$ cat config.mk
export PLATFORM = sky130hd
export DESIGN_NAME = fsm_semaforo_temporizado
export DESIGN_NICKNAME = d
export VERILOG_FILES = /design/src/rtl/fsm_semaforo_temporizado_pkg.sv /design/src/rtl/semaforo_timer.sv /design/src/rtl/fsm_semaforo_temporizado.sv
export SDC_FILE = /design/constraint.sdc
export NUM_CORES = 1
export LEC_CHECK = 0
export ABC_CLOCK_PERIOD_IN_PS = 1500
export CAP_MARGIN = 20
export CELL_PAD_IN_SITES_DETAIL_PLACEMENT = 0
export CELL_PAD_IN_SITES_GLOBAL_PLACEMENT = 1
export CORE_MARGIN = 3
export CORE_UTILIZATION = 34
export DETAILED_ROUTE_END_ITERATION = 8
export PLACE_DENSITY_LB_ADDON = 0.1
export RECOVER_POWER = 25
export SLEW_MARGIN = 20
export SYNTH_ARGS = -nofsm -noshare
export SYNTH_HDL_FRONTEND = slang
export SYNTH_SLANG_ARGS = --single-unit
$ cat constraint.sdc
create_clock -name clk -period 1.5 [get_ports clk]
set_input_delay 0.225 -clock clk [delete_from_list [all_inputs] [get_ports clk]]
set_output_delay 0.225 -clock clk [all_outputs]
set_load 0.02 [all_outputs]
$ cat src/rtl/fsm_semaforo_temporizado_pkg.sv
// Shared definitions for the timed traffic-light controller: state encoding
// and default phase durations.
package fsm_semaforo_temporizado_pkg;

   typedef enum logic [2:0] {
      S_GREEN     = 3'd0,
      S_YELLOW    = 3'd1,
      S_RED       = 3'd2,
      S_BLINK_ON  = 3'd3,
      S_BLINK_OFF = 3'd4
   } state_t;

   localparam int DEF_W         = 4;
   localparam int DEF_T_MIN_GRN = 8;
   localparam int DEF_T_YLW     = 3;
   localparam int DEF_T_RED     = 6;
   localparam int DEF_T_BLINK   = 2;

endpackage

$ cat src/rtl/semaforo_timer.sv
// Phase down-counter: loads (duration-1) on state entry, decrements to 0 and
// holds there; expired flags the terminal count.
module semaforo_timer #(
   parameter int             W       = 4,
   parameter logic [W-1:0]   RST_VAL = '0
) (
   input  logic         clk,
   input  logic         res,
   input  logic         load,
   input  logic [W-1:0] load_val,
   output logic         expired
);

   logic [W-1:0] cnt;

   always_ff @(posedge clk) begin
      if (!res)
         cnt <= RST_VAL;
      else if (load)
         cnt <= load_val;
      else if (cnt != '0)
         cnt <= cnt - 1'b1;
   end

   assign expired = (cnt == '0);

endmodule

$ cat src/rtl/fsm_semaforo_temporizado.sv
// Timed traffic-light controller with pedestrian latch and night blink mode.
//
// state       | meaning
// S_GREEN     | traffic go; held until min-green elapsed and a request exists
// S_YELLOW    | traffic clearing, T_YLW cycles
// S_RED       | traffic stop, pedestrians walk, T_RED cycles
// S_BLINK_ON  | night mode, yellow lit for T_BLINK cycles
// S_BLINK_OFF | night mode, all dark for T_BLINK cycles
module fsm_semaforo_temporizado
   import fsm_semaforo_temporizado_pkg::*;
#(
   parameter int W         = DEF_W,
   parameter int T_MIN_GRN = DEF_T_MIN_GRN,
   parameter int T_YLW     = DEF_T_YLW,
   parameter int T_RED     = DEF_T_RED,
   parameter int T_BLINK   = DEF_T_BLINK
) (
   input  logic clk,
   input  logic res,
   input  logic CAR,
   input  logic PED,
   input  logic NIGHT,
   output logic GRN,
   output logic YLW,
   output logic RED,
   output logic WALK
);

   localparam int T_MAX = (2 ** W) - 1;

   if (T_MIN_GRN < 1 || T_MIN_GRN > T_MAX) begin : g_bad_grn
      $error("T_MIN_GRN out of range for timer width W");
   end
   if (T_YLW < 1 || T_YLW > T_MAX) begin : g_bad_ylw
      $error("T_YLW out of range for timer width W");
   end
   if (T_RED < 1 || T_RED > T_MAX) begin : g_bad_red
      $error("T_RED out of range for timer width W");
   end
   if (T_BLINK < 1 || T_BLINK > T_MAX) begin : g_bad_blink
      $error("T_BLINK out of range for timer width W");
   end

   localparam logic [W-1:0] LD_GRN   = W'(T_MIN_GRN - 1);
   localparam logic [W-1:0] LD_YLW   = W'(T_YLW - 1);
   localparam logic [W-1:0] LD_RED   = W'(T_RED - 1);
   localparam logic [W-1:0] LD_BLINK = W'(T_BLINK - 1);

   state_t       state, state_n;
   logic         ped_lat;
   logic         expired;
   logic         load;
   logic [W-1:0] load_val;

   semaforo_timer #(
      .W       (W),
      .RST_VAL (LD_GRN)
   ) u_timer (
      .clk      (clk),
      .res      (res),
      .load     (load),
      .load_val (load_val),
      .expired  (expired)
   );

   always_ff @(posedge clk) begin
      if (!res)
         state <= S_GREEN;
      else
         state <= state_n;
   end

   // Entering red serves the pending pedestrian request, so clearing wins
   // over a press arriving on that same edge.
   always_ff @(posedge clk) begin
      if (!res)
         ped_lat <= 1'b0;
      else if (state_n == S_RED && state != S_RED)
         ped_lat <= 1'b0;
      else if (PED && state != S_RED)
         ped_lat <= 1'b1;
   end

   always_comb begin
      state_n = state;
      case (state)
         S_GREEN:     if (expired && (CAR || ped_lat || NIGHT)) state_n = S_YELLOW;
         S_YELLOW:    if (expired) state_n = S_RED;
         S_RED:       if (expired) state_n = NIGHT ? S_BLINK_ON : S_GREEN;
         S_BLINK_ON:  if (!NIGHT) state_n = S_RED;
                      else if (expired) state_n = S_BLINK_OFF;
         S_BLINK_OFF: if (!NIGHT) state_n = S_RED;
                      else if (expired) state_n = S_BLINK_ON;
         default:     state_n = S_GREEN;
      endcase
   end

   always_comb begin
      load     = (state_n != state);
      load_val = LD_GRN;
      case (state_n)
         S_GREEN:     load_val = LD_GRN;
         S_YELLOW:    load_val = LD_YLW;
         S_RED:       load_val = LD_RED;
         S_BLINK_ON,
         S_BLINK_OFF: load_val = LD_BLINK;
         default:     load_val = LD_GRN;
      endcase
   end

   always_comb begin
      GRN  = 1'b0;
      YLW  = 1'b0;
      RED  = 1'b0;
      WALK = 1'b0;
      case (state)
         S_GREEN:    GRN = 1'b1;
         S_YELLOW:   YLW = 1'b1;
         S_RED:      begin
            RED  = 1'b1;
            WALK = 1'b1;
         end
         S_BLINK_ON: YLW = 1'b1;
         default:    ;
      endcase
   end

endmodule

==> results.py <==
metrics = {
    "status": {
        "status": "finished clean",
    },
    "logic_synthesis": {
        "synth_edf_count": 0,
        "yosysTopAreaCell": "dfxtp_1",
        "syn-num-nets": 75,
        "syn_area_um2": 580.6,
        "ys_seq_elements": 8,
        "synth_area_leaders": "dfxtp_1 28%, a21oi_1 4.3%, nor3b_2 4.3%, o211ai_2 4.3%, o21ai_0 4.3%",
        "avgSynthCellArea_um2": 8.414,
        "seq_area_frac_synth": 0.2759,
        "synthesis.yosys.warnings": 0,
        "ys_top_cells_by_count": "8 x dfxtp_1, 5 x a21oi_1, 5 x nand2_1, 5 x nor2_1, 5 x o21ai_0",
        "synthCells": 69,
        "synth_top_flop_cell": "dfxtp_1",
        "synth_top_cell_area_share": 0.2759,
        "ys_types": 32,
        "synth.most_common_cell": "dfxtp_1",
        "async_flop_share": 0,
    },
    "drt": {
        "num_vias": 598,
        "route.detailed.drc": 0,
        "wl_um": 1495,
        "wl_per_cell_um": 13.72,
        "initialDrtViolationCount": 5,
        "avgViaCountPerCell": 5.486,
        "first_pass_iters": 4,
        "final_antenna_net_count": 0,
    },
    "power_and_ir_drop": {
        "power_switching_uw": 120.8,
        "intPower_uw": 368.7,
        "p_sw_frac": 0.2468,
        "finalPower_uw": 489.5,
        "power_frac_clock": 0.347,
        "leakage_nw": 0.3323,
        "p_per_area_nw_per_um2": 590.0,
        "vdd_drop_max_mv": 0.2877,
        "pwr-share-seq": 0.471,
        "combinationalPowerShare": 0.182,
    },
    "cts": {
        "worstSkewPairLatency_ns": 0.26,
        "cts_buffers": 3,
        "cts_hold_buf": 0,
        "cts_root_buf": "clkbuf_4",
        "cts_num_sinks": 8,
        "ctsLongestPathBuffers": 2,
        "cts_tree": "built",
        "htreeDepth": 1,
        "clk_pin_slew_ns": 0.06,
    },
    "global_routing": {
        "grt_start_max_net_pins": 11,
        "grtUsageTotal": 0.1671,
        "gr-usage-met3": 0.05747,
        "grt_overflow": 0,
        "grt_pass1_vias": 569,
        "grt_pass1_wl_um": 2449,
        "antenna_found_initial": 0,
        "grtUsageMet1": 0.1693,
        "grt.busiest_layer": "met2",
        "gr-usage-met2": 0.2834,
    },
    "cells_and_area": {
        "synthToLayoutAreaGrowth_pct": 42.89,
        "final_area_um2": 829.5,
        "final_core_util": 0.5321,
        "layout.nets": 101,
        "multi_input_area_um2": 401.6,
        "fin_cells": 109,
        "drive_above_1_share": 0.4301,
        "antenna_cells": 0,
        "fillers": 158,
        "seqCellArea_um2": 161.4,
    },
    "sta": {
        "finalHoldViolCount": 0,
        "maxSlewHeadroom": 0.8148,
        "setup_slack_ns": 0.02357,
        "slew_violations": 0,
        "worst_slew_pin_slew_ns": 0.2775,
        "setup_viol": 0,
        "timing.hold.ws_ns": 0.4953,
        "fin_skew_ns": 0.005057,
        "setup-tns-final_ns": 0,
        "rsz0062_at_grt": "yes",
        "period_share": 0.9843,
        "min_period_ns": 1.476,
        "fmax_mhz": 677.3,
    },
    "worst_setup_path": {
        "crit_fanout": 6,
        "r2r_start": "u_timer.cnt[1]",
        "crit_path_start": "u_timer.cnt[1]",
        "crit_path_cell_trace": "inv_2, ha_4, or3b_4, o311a_1, o211ai_2",
        "critical_path_required_ns": 1.70,
        "reg2reg_to": "u_timer.cnt[1]",
        "r2r_cells": 5,
        "worstSetupStartpointType": "register",
        "cp_slowest_stage_delay_ns": 0.43,
        "cp.arrival_ns": 1.67,
        "r2r_slack_ns": 0.02,
        "critPathKind": "reg -> reg",
        "end_kind": "register",
        "crit_slowest_cell": "or3b_4",
    },
    "run": {
        "maxCapViolations": 0,
    },
    "worst_hold_path": {
        "min_to": "ped_lat",
        "hp-start": "ped_lat",
        "hp-class": "reg -> reg",
        "min_path_cells": 2,
    },
    "die": {
        "rows": 14,
        "die_h_um": 47.32,
        "core_area_um2": 1559,
        "num_io_pins": 9,
        "start_util": 0.3724,
        "die-area_um2": 2239,
        "die_w_um": 47.32,
    },
    "placement": {
        "io_buffers": 8,
        "dp.cells": 104,
        "dpl.hpwl_um": 1127,
        "gp_congestion": 0.8220,
        "pre_cts_ws_ns": -0.07663,
        "place_area_um2": 764.5,
    },
}
==> power groups by stage <==
stage | Clock (mW) | Combinational, mW | Sequential, mW
6_report | 0.170 | 0.0889 | 0.231
5_1_grt | 0.190 | 0.0988 | 0.231
4_1_cts | 0.182 | 0.0782 | 0.229
3_5_place_dp | 0 | 0.0752 | 0.233
3_3_place_gp | 0 | 0.0741 | 0.233
2_1_floorplan | 0 | 0.0374 | 0.232
==> cell usage in the layout, fill, tap and decap left out, drive strengths merged, types with 2 or more instances in the layout <==
master         instances
buf                   19
clkdlybuf4s15          2
clkbuf                 5
a21oi                  5
clkdlybuf4s50          4
inv                    2
nand2b                 2
nor3b                  3
nand2                  6
nor2b                  3
dfxtp                  8
nand3                  3
o211ai                 3
nor3                   4
o21ai                  5
mux2                   2
nor2                   5
==> final cells by class <==
type                    count  share of cell area
multi-input cells          53              0.4842
repair buffers             27              0.2609
flip-flops and latches      8              0.1946
clock buffers               3             0.02715
well taps                  16             0.02413
inverters                   2            0.009050
==> routing by layer <==
| metal | wire, µm | up-vias |
|---|---|---|
| met4 | 46 | 0 |
| li1 | - | 299 |
| met3 | 46 | 5 |
| met2 | 789 | 6 |
| met1 | 612 | 288 |
| met5 | 0 | - |
==> kinds of logic after synthesis <==
kind of cell,after synthesis,synth area share
compound gates,19,0.2349
fa+ha+maj,2,0.03879
buf+inv,8,0.1056
flops,8,0.2759
mux,2,0.03879
simple gates,30,0.3061
==> state kept, by name (all words and copies together) (netlist names) <==
| signal | count |
|---|---|
| ped_lat | 1 |
| state | 3 |
| u_timer.cnt | 4 |
==> worst max-delay path by stage <==
stage / cells after the start / slack [ns] / end
after floorplan: 6 / -0.004 / u_timer.cnt[1]
after global placement: 6 / -0.08 / u_timer.cnt[1]
after detailed placement: 6 / -0.08 / u_timer.cnt[1]
after CTS: 7 / 0.008 / state[0]
after global routing: 5 / -0.05 / u_timer.cnt[1]
final: 5 / 0.02 / u_timer.cnt[1]
==> critical path: cells and delay by family (launching register included) <==
kind | cells | cell delay (ns)
AND/OR/NAND/NOR | 1 | 0.43
flip-flops | 1 | 0.32
adder cells (fa/ha/maj) | 1 | 0.14
AO/OA/AOI/OAI | 2 | 0.45
buffers and inverters | 1 | 0.07
==> what timing repair did <==
item,4_1_cts,5_1_grt
gates resized for setup,7,14
endpoints found under the hold margin,0,0
setup endpoints to repair,9,9
setup buffers,0,2
pin swaps,1,1
Power figures use the tool's default switching activity.
==> RTL change (same settings) <==
The package constant `DEF_W` goes from 4 to 6.
--- a/src/rtl/fsm_semaforo_temporizado_pkg.sv
+++ b/src/rtl/fsm_semaforo_temporizado_pkg.sv
@@ -10,7 +10,7 @@
       S_BLINK_OFF = 3'd4
    } state_t;
 
-   localparam int DEF_W         = 4;
+   localparam int DEF_W         = 6;
    localparam int DEF_T_MIN_GRN = 8;
    localparam int DEF_T_YLW     = 3;
    localparam int DEF_T_RED     = 6;
Formal check against the unedited RTL: no difference found for any inputs over 10 cycles, from zero or initial values; that may be too few to reach the edited logic, so the function may still have changed.
==> RTL change against the original RTL <==
The flow now finishes with violations (negative setup slack); area after synthesis rose by 18%; power rose by 22%; core utilization rose by 10 points; sequential cell count rose by 2; clock skew barely moved; clock power rose by 11%; design area rose by 39%; via count rose by 30%; non-clock buffer count rose by 19; setup slack got worse by 0.48 ns; routed wire length rose by 27%; largest cell class unchanged; largest power group unchanged.
==> RTL change: results (changes against the original RTL) <==
| Metric | Value |
|---|---|
| Outcome | `finished with violations` |
| Failing checks | `negative setup slack` |
| PnR worst setup slack | `-0.4555 ns (-0.4791 ns)` |
| Total Power | `0.5969 mW (+22%)` |
| Setup total negative slack | `-2.736 ns (-2.736 ns)` |
| Place WS | `-0.5705 ns (-0.4939 ns)` |
| Adder-cell share of the synthesized area | `3.279% (-0.60 points)` |
| Comb power | `0.121 mW (+36%)` |
| GPL Wtd Cong | `0.8319 (+1.2%)` |
| TritonRoute pass-1 iters | `3 (-1)` |
| Critical path peak fanout | `3 (-3)` |
| Via count | `780 (+30%)` |
| Setup-failing EPs final | `10 (+10)` |
| Avg WL per Cell | `12.32 µm (-10%)` |
| Signal buf overhead | `31.06% (+5.0 points)` |
| Vias in the first global route | `788 (+38%)` |
| Worst hold margin | `0.5588 ns (+0.06358 ns)` |
| Worst EP arrival | `2.11 ns (+0.44 ns)` |
| Area contributors post-synth | `dfxtp_1 29%, o21ai_0 5.1%, inv_1 3.8%` |
| Layout cells sized above 1 | `53.49% (+10 points)` |
| Reg-to-Reg End | `ped_lat$_SDFFE_PP0P_` |
| Multiplexer share of the synthesized area | `1.457% (-2.4 points)` |
| Distinct cells, synth | `37 (+16%)` |
| Synth top cells by count | `10 x dfxtp_1, 7 x inv_1, 7 x nor2_1, 7 x o21ai_0, 5 x nand2_1` |
| Final net count | `137 (+36%)` |
| Total GRT Usage | `17.36% (+0.65 points)` |
| Maximum vdd drop | `0.3274 mV (+14%)` |
| Worst Skew | `0.004705 ns (-0.0003514 ns)` |
| Multi-input combinational cell area | `514.2 µm² (+28%)` |
| R2r startpoint | `u_timer.cnt[0]$_SDFFE_PN1P_` |
| # clock sinks | `10 (+2)` |
| DP Wirelength | `1517 µm (+35%)` |
| Seq area share | `17.53% (-1.9 points)` |
| Crit path largest cell delay | `0.39 ns (-0.04 ns)` |
| Hold Path Sink | `u_timer.cnt[4]$_SDFFE_PN0P_` |
| Inverters | `7 (+5)` |
[RTL change: cell count changes in the layout (fill, tap and decap cells not counted), moves of 3 or more]
cell	change
buf_4	+16
or3_1	+3
inv_1	+4
buf_6	+3
[RTL change: through the flow]
step           instance area [µm²]  utilization, %  instances
2_1_floorplan                718.2               -         84
3_3_place_gp                  1040           57.11        146
3_5_place_dp                  1040           57.11        146
4_1_cts                       1126           61.86        153
5_1_grt                       1156           63.51        154
6_report                      1156           63.51        154
[RTL change: per-layer routing]
layer	wire length (µm)	GRT usage [%]	share of wire (%)
met5	0	0	0
met3	39	2.915	2.1
met4	20	5.381	1.1
met2	987	30.26	52
met1	850	21.48	45
[RTL change: what timing repair did]
action	4_1_cts	5_1_grt
endpoints found under the hold margin	0	0
pin swaps	3	8
buffers inserted	4	1
setup endpoints to repair	14	13
cloned	0	0
gates resized for setup	26	9
